--- config.mk ---
export PLATFORM = sky130hd
export DESIGN_NAME = ram_mult_engine
export DESIGN_NICKNAME = d
export VERILOG_FILES = /design/src/rtl/ram_mult_engine.sv
export SDC_FILE = /design/constraint.sdc
export NUM_CORES = 2
export LEC_CHECK = 0
export CORE_MARGIN = 2
export CORE_UTILIZATION = 55
export CTS_CLUSTER_DIAMETER = 50
export CTS_CLUSTER_SIZE = 20
export DETAILED_ROUTE_END_ITERATION = 10
export GPL_TIMING_DRIVEN = 0
export PLACE_DENSITY = 0.72
export SKIP_LAST_GASP = 1
export SLEW_MARGIN = 20
export SYNTH_ARGS = -nofsm -noshare
export SYNTH_HDL_FRONTEND = slang
export SYNTH_SLANG_ARGS = --single-unit
--- constraint.sdc ---
create_clock -name clk -period 10.1 [get_ports clk]
set_input_delay 2.02 -clock clk [delete_from_list [all_inputs] [get_ports clk]]
set_output_delay 2.02 -clock clk [all_outputs]
set_load 0.05 [all_outputs]
--- src/rtl/ram_mult_engine.sv ---
// Compute master on the FPGA port of the shared on-chip RAM: polls the CSR word,
// multiplies COUNT operand pairs (signed or unsigned) and writes double-width products back.
//
// state  | meaning
// IDLE   | wait POLL_INT cycles between control-word polls
// POLL   | read CSR word 0, decide on GO
// START  | write CSR with BUSY set, check COUNT
// RD_A   | read operand A of pair i
// RD_B   | read operand B of pair i
// MUL    | wait for the multiplier pipeline
// WR_LO  | write low product word
// WR_HI  | write high product word, advance pair index
// FINISH | write CSR with DONE (and ERR), pulse done_pulse
module ram_mult_engine #(
    parameter int DATA_W     = 32,
    parameter int ADDR_W     = 8,
    parameter int MAX_PAIRS  = 16,
    parameter int RES_BASE   = 64,
    parameter int RD_LAT     = 1,
    parameter int MUL_STAGES = 3,
    parameter int POLL_INT   = 16
) (
    input  logic                  clk,
    input  logic                  reset,
    output logic [ADDR_W-1:0]     ram_address,
    output logic                  ram_chipselect,
    output logic                  ram_clken,
    output logic                  ram_write,
    output logic [DATA_W-1:0]     ram_writedata,
    output logic [DATA_W/8-1:0]   ram_byteenable,
    input  logic [DATA_W-1:0]     ram_readdata,
    output logic                  busy,
    output logic                  done_pulse
);

    localparam int IDX_W = $clog2(MAX_PAIRS + 1);
    localparam int CNT_W = $clog2(POLL_INT + RD_LAT + MUL_STAGES + 1);
    localparam int BE_W  = DATA_W / 8;

    typedef enum logic [3:0] {
        S_IDLE,
        S_POLL,
        S_START,
        S_RD_A,
        S_RD_B,
        S_MUL,
        S_WR_LO,
        S_WR_HI,
        S_FINISH
    } state_t;

    state_t               state;
    state_t               state_nxt;
    logic [CNT_W-1:0]     cnt;
    logic [CNT_W-1:0]     cnt_load;

    logic [7:0]           count_q;
    logic                 signed_q;
    logic                 err_q;
    logic [IDX_W-1:0]     idx;
    logic [DATA_W-1:0]    op_a;
    logic [DATA_W-1:0]    op_b;

    logic                 count_bad;
    logic                 last_pair;
    logic                 rd_strobe;
    logic                 cnt_tc;
    logic [ADDR_W-1:0]    idx2;

    logic [2*DATA_W-1:0]  ext_a;
    logic [2*DATA_W-1:0]  ext_b;
    logic [2*DATA_W-1:0]  prod;
    logic [2*DATA_W-1:0]  pipe [MUL_STAGES];

    assign cnt_tc    = (cnt == '0);
    assign rd_strobe = (cnt == CNT_W'(RD_LAT));
    assign count_bad = ({1'b0, count_q} > 9'(MAX_PAIRS));
    assign last_pair = ((9'(idx) + 9'd1) >= {1'b0, count_q});
    assign idx2      = ADDR_W'({idx, 1'b0});

    // Extending both operands to full product width makes the truncated product
    // correct for either signedness.
    assign ext_a = {{DATA_W{signed_q & op_a[DATA_W-1]}}, op_a};
    assign ext_b = {{DATA_W{signed_q & op_b[DATA_W-1]}}, op_b};
    assign prod  = ext_a * ext_b;

    always_ff @(posedge clk) begin
        if (reset) begin
            state <= S_IDLE;
            cnt   <= '0;
        end else begin
            state <= state_nxt;
            if (state_nxt != state) begin
                cnt <= cnt_load;
            end else if (!cnt_tc) begin
                cnt <= cnt - CNT_W'(1);
            end
        end
    end

    always_comb begin
        state_nxt = state;
        case (state)
            S_IDLE:   if (cnt_tc) state_nxt = S_POLL;
            S_POLL:   if (cnt_tc) state_nxt = ram_readdata[0] ? S_START : S_IDLE;
            S_START:  state_nxt = (count_q == 8'd0 || count_bad) ? S_FINISH : S_RD_A;
            S_RD_A:   if (cnt_tc) state_nxt = S_RD_B;
            S_RD_B:   if (cnt_tc) state_nxt = S_MUL;
            S_MUL:    if (cnt_tc) state_nxt = S_WR_LO;
            S_WR_LO:  state_nxt = S_WR_HI;
            S_WR_HI:  state_nxt = last_pair ? S_FINISH : S_RD_A;
            S_FINISH: state_nxt = S_IDLE;
            default:  state_nxt = S_IDLE;
        endcase
    end

    // Timer load for the state being entered; each state leaves on terminal count.
    always_comb begin
        cnt_load = '0;
        case (state_nxt)
            S_IDLE:                 cnt_load = CNT_W'(POLL_INT - 1);
            S_POLL, S_RD_A, S_RD_B: cnt_load = CNT_W'(RD_LAT);
            S_MUL:                  cnt_load = CNT_W'(MUL_STAGES - 1);
            default:                cnt_load = '0;
        endcase
    end

    always_ff @(posedge clk) begin
        if (reset) begin
            count_q  <= '0;
            signed_q <= 1'b0;
            err_q    <= 1'b0;
            idx      <= '0;
        end else begin
            case (state)
                S_POLL: begin
                    if (cnt_tc && ram_readdata[0]) begin
                        count_q  <= ram_readdata[15:8];
                        signed_q <= ram_readdata[3];
                        err_q    <= 1'b0;
                        idx      <= '0;
                    end
                end
                S_START: err_q <= count_bad;
                S_WR_HI: if (!last_pair) idx <= idx + IDX_W'(1);
                default: ;
            endcase
        end
    end

    always_ff @(posedge clk) begin
        if (state == S_RD_A && cnt_tc) op_a <= ram_readdata;
        if (state == S_RD_B && cnt_tc) op_b <= ram_readdata;
    end

    always_ff @(posedge clk) begin
        pipe[0] <= prod;
        for (int k = 1; k < MUL_STAGES; k++) begin
            pipe[k] <= pipe[k-1];
        end
    end

    always_comb begin
        ram_address    = '0;
        ram_chipselect = 1'b0;
        ram_write      = 1'b0;
        ram_writedata  = '0;
        done_pulse     = 1'b0;
        busy           = 1'b0;
        case (state)
            S_POLL: begin
                ram_chipselect = rd_strobe;
            end
            S_START: begin
                busy              = 1'b1;
                ram_chipselect    = 1'b1;
                ram_write         = 1'b1;
                ram_writedata[15:8] = count_q;
                ram_writedata[3]  = signed_q;
                ram_writedata[1]  = 1'b1;
            end
            S_RD_A: begin
                busy           = 1'b1;
                ram_chipselect = rd_strobe;
                ram_address    = idx2 + ADDR_W'(1);
            end
            S_RD_B: begin
                busy           = 1'b1;
                ram_chipselect = rd_strobe;
                ram_address    = idx2 + ADDR_W'(2);
            end
            S_MUL: begin
                busy = 1'b1;
            end
            S_WR_LO: begin
                busy           = 1'b1;
                ram_chipselect = 1'b1;
                ram_write      = 1'b1;
                ram_address    = ADDR_W'(RES_BASE) + idx2;
                ram_writedata  = pipe[MUL_STAGES-1][DATA_W-1:0];
            end
            S_WR_HI: begin
                busy           = 1'b1;
                ram_chipselect = 1'b1;
                ram_write      = 1'b1;
                ram_address    = ADDR_W'(RES_BASE) + idx2 + ADDR_W'(1);
                ram_writedata  = pipe[MUL_STAGES-1][2*DATA_W-1:DATA_W];
            end
            S_FINISH: begin
                busy              = 1'b1;
                done_pulse        = 1'b1;
                ram_chipselect    = 1'b1;
                ram_write         = 1'b1;
                ram_writedata[15:8] = count_q;
                ram_writedata[3]  = signed_q;
                ram_writedata[4]  = err_q;
                ram_writedata[2]  = 1'b1;
            end
            default: ;
        endcase
    end

    assign ram_clken      = ram_chipselect;
    assign ram_byteenable = {BE_W{ram_chipselect}};

endmodule

==> implementation parameters <==
Parameter                              Value

Setup path
  CP Capture Type ... flip-flop
  Arrival time at the worst endpoint ... between 10000 and 15000 ps
  Crit path max-delay family ... adder cells
  WP buf/inv ... 8
  Reg2reg end ... pipe[0][60]
  Max FO, Critical Path ... 10
  Reg-to-Reg Start ... signed_q
  Data required time at the worst endpoint ... 10590 ps
  CP Class ... reg2reg
  Worst path slowest cell ... fa_1
  Logic depth of the worst register-to-register path ... 27
  Slack of the worst reg-to-reg path ... between 400 and 500 ps
  Critical Path Source Type ... flip-flop
  Crit path largest cell delay ... between 700 and 800 ps
  Most frequent cell on the critical path ... fa_1

Power
  Maximum vdd drop ... 0.000279 V
  Int Pwr ... roughly 4.4 mW
  Switching share of power ... 50.0%
  Switching power summed over all nets ... 4.39 mW
  PwrDens ... about 180 mW/mm2
  Share of power burned in the clock network ... ~14%
  Leakage power summed over all cells ... 23.9 nW
  Sequential share of power ... 19.9%
  Power share of the combinational group ... ~66%

Placement
  Placement Cell Area ... 0.0477 mm2
  Number of buffers inserted by port buffering ... a little over 80
  Post-detailed-placement half-perimeter wirelength ... 128000 um
  Last weighted congestion value of the routability-driven placer ... 1.07
  Placed Cells incl. Taps ... 5833

Die
  Die Height ... 292 um
  Top-level I/O count ... between 80 and 90
  Initial Utilization ... 55.5%
  Total core area ... about 0.082 mm2
  Die span in x ... 292 um
  Area enclosed by the die boundary ... 0.0850 mm2
  Cell Rows ... between 100 and 150

Detailed routing
  Number of vias after detailed routing ... 33400
  Post-Route WL ... 154000 um
  Final routed wire length divided by cell count ... 26.0 um
  Routed via count divided by cell count ... 5.67
  Antenna violation net count after detailed routing ... 0
  Pre-antenna DRT Iters ... 6
  Remaining routing DRC violations ... 0
  Violation count after the first detailed-routing iteration ... 3412

Final layout
  Non-Filler Instances ... 5901
  Area growth from synthesis to layout ... 7.64%
  NumNets Final ... roughly 6200
  Fraction of final layout cells sized beyond drive strength 1 ... 2.28%
  Utilization after layout ... 59.7%
  Cell area after layout ... 0.0490 mm2

Synth
  Synthesized netlist cell count ... 4670
  Net count after synthesis ... 6050
  Yosys Warn Count ... 0
  Sequential share of the synthesized area ... 13.7%
  Proportion of synthesized flip-flops having asynchronous set or reset ... 0%
  Synthesized cell area ... roughly 0.045 mm2
  Count of state elements after synthesis ... 280
  Number of flops mapped to enable cells by yosys ... 64
  Synthesized area per cell ... 9.74 um2
  Number of different library cells in the post-synthesis netlist ... 74
  Top_reg_cell synth ... dfxtp_1

Global route
  Total global routing track utilization ... 37.3%
  Global-route wire length before repair ... 227000 um
  Initial antenna violation count ... 14
  Aggregate global routing overflow ... 0
  Pin count of the biggest net entering global routing ... 25
  Vias in the first global route ... between 30000 and 40000

Hold path
  Beginning of the worst hold path ... pipe[0][126]
  Depth of the worst hold-timing path ... 0
  Endpoint of the worst hold path ... pipe[0][190]
  Type of the most critical hold path ... reg2reg

Clock tree
  Number of buffers inserted for hold repair after clock tree synthesis ... 0
  Number of buffers inserted during clock tree synthesis ... 31
  Clock tree from TritonCTS ... yes
  Cell at the root of the clock tree ... clkbuf_16
  Deepest level of the CTS H-tree ... 1
  Register clock-pin slew on the reported worst setup and hold paths ... 70 ps
  Clk Latency, worst-skew pair ... 620 ps
  Longest Clk Path Bufs ... 3
  Clock sink count ... 280

Job
  Number of max-capacitance violations reported ... 0

Timing
  Worst max-slew margin expressed relative to the limit ... between 10% and 20%
  Transition at the pin with the smallest max-transition slack ... 1230 ps
  Tightest hold margin ... 322 ps
  Ratio of final minimum period to clock period ... 95.8%
  Clock tree skew after final layout ... 19.5 ps
  Maximum operating frequency ... 103 MHz
  Clock period minus worst slack ... 9670 ps
  RSZ-0062 raised after global routing ... no
  Number of pins with negative max-slew slack in the final report ... 0
  Finish-stage setup viols ... 0
  Number of endpoints with negative hold slack in the final report ... 0

Outcome
  Status ... finished, final reports clean
-- power groups by stage --
stage / clock (mW) / sequential (mW) / combinational (mW)
finish: 1.25 / 1.74 / 5.78
global route: 1.31 / 1.77 / 6.25
CTS: 1.27 / 1.74 / 5.72
detailed placement: 0 / 1.76 / 5.67
global placement: 0 / 1.75 / 5.59
floorplan: 0 / 1.65 / 3.77
-- logic make-up (layout without fill, tap and decap cells) --
logic type | after synthesis | count (layout) | synth area share (%)
xor+xnor | 83 | 83 | 1.60
mux | 2 | 2 | 0.0440
buf+inv | 1364 | 1516 | 11.3
other cells | 1 | 10 | 0.00824
flops | 280 | 280 | 13.7
fa+ha+maj | 1346 | 1346 | 55.6
simple gates | 1338 | 1338 | 13.6
compound gates | 256 | 256 | 4.06
-- stage by stage --
step | total power [mW] | setup TNS, ps | worst slack, ps
after floorplan | 5.41 | 0 | 1860
after global placement | 7.35 | -573 | -227
after detailed placement | 7.43 | -526 | -223
after CTS | 8.73 | 0 | 56.2
after global routing | 9.34 | 0 | 168
final | 8.78 | 0 | 427
-- worst register-to-register path, stage by stage, from the launching register on --
cell and delay [ps]:
dfxtp_1 530, and2_1 380, clkbuf_2 430, nand2_1 160
inv_1 170, fa_1 500, fa_1 560, fa_2 680
clkinvlp_4 160, buf_12 160, fa_1 490, inv_1 50
fa_1 470, fa_1 540, fa_1 490, inv_1 50
fa_1 740, inv_1 90, ha_1 280, clkbuf_1 340
nand4_1 270, or3_1 430, a31oi_1 320, a211oi_2 140
o31a_1 340, o311ai_0 360, a21oi_1 130, xnor2_1 300
-- cell type report --
class | instances | area (um2)
inverter | 1125 | 4230
timing repair buffer | 97 | 938
buffer | 239 | 931
multi-input combinational | 3026 | 34100
sequential | 280 | 6250
fill | 7070 | 33000
antenna | 9 | 22.5
tap | 1070 | 1340
clock buffer | 34 | 807
clock inverter | 21 | 345
-- cells in the final DEF (no fill, tap or decap), types with 4 or more instances in the layout --
cell type	n
o21bai_1	7
inv_1	1124
a21o_1	39
ha_1	221
o21a_1	4
o211ai_1	4
nand4_1	12
nor3_1	27
o21ai_0	35
nand2_1	762
nor2b_1	9
nor2_1	92
a31oi_1	11
fa_1	1123
nor4_1	5
and2_1	351
clkbuf_1	228
xnor2_1	60
clkbuf_16	31
diode_2	9
dfxtp_1	216
xor2_1	23
nand2b_1	12
clkdlybuf4s50_1	81
o31ai_1	4
buf_2	7
edfxtp_1	64
inv_16	5
or2_2	10
a222oi_1	10
buf_4	14
and3_1	28
inv_12	8
a21oi_1	67
a211oi_1	9
a22o_1	20
nand3_1	17
-- state kept, by name, summed over array words and instances (netlist names) --
| name | flops |
|---|---|
| count_q | 8 |
| cnt | 5 |
| op_a | 32 |
| signed_q | 1 |
| op_b | 32 |
| pipe | 192 |
| err_q | 1 |
| idx | 5 |
| state | 4 |
-- synthesized netlist by cell type, drive strengths merged, types with 4 or more instances --
cell,instances,area share (%)
a211oi,11,0.20
a21o,39,0.64
a21oi,67,0.74
a221oi,4,0.091
a222oi,10,0.22
a22o,20,0.39
a31oi,13,0.23
and2,351,4.8
and3,28,0.39
buf,11,0.16
clkbuf,228,1.9
dfxtp,216,9.5
edfxtp,64,4.2
fa,1125,50
ha,221,6.1
inv,1125,9.3
nand2,762,6.3
nand2b,12,0.17
nand3,17,0.19
nand4,12,0.17
nor2,92,0.76
nor2b,9,0.12
nor3,28,0.31
nor4,7,0.13
o211ai,5,0.094
o21a,5,0.085
o21ai,36,0.40
o21bai,7,0.12
o31ai,4,0.066
or2,10,0.14
xnor2,60,1.2
xor2,23,0.44
-- how the worst max path moves through the flow --
stage          startpoint     endpoint  slack, ps  cells after the start
5_1_grt          signed_q  pipe[0][60]        170                     27
4_1_cts          signed_q  pipe[0][59]         60                     25
6_report         signed_q  pipe[0][60]        430                     27
3_5_place_dp     signed_q  pipe[0][59]       -220                     25
3_3_place_gp     signed_q  pipe[0][59]       -230                     25
2_1_floorplan    op_a[31]  pipe[0][61]       1860                     25
-- per-layer routing --
metal,vias up,GRT usage (%),wire length (um)
met3,555,7.86,15900
met2,1938,55.7,66900
li1,13800,-,-
met5,-,0,34
met4,4,26.4,13800
met1,17100,48.8,57100
-- timing repair --
action | in CTS | in global routing
resized for setup | 1 | 3
hold endpoints to repair | 0 | 0
endpoints found under the setup margin | 3 | 8
setup buffers | 0 | 3
pin swaps | 0 | 1
No activity file was read; power rests on OpenSTA's default activity.
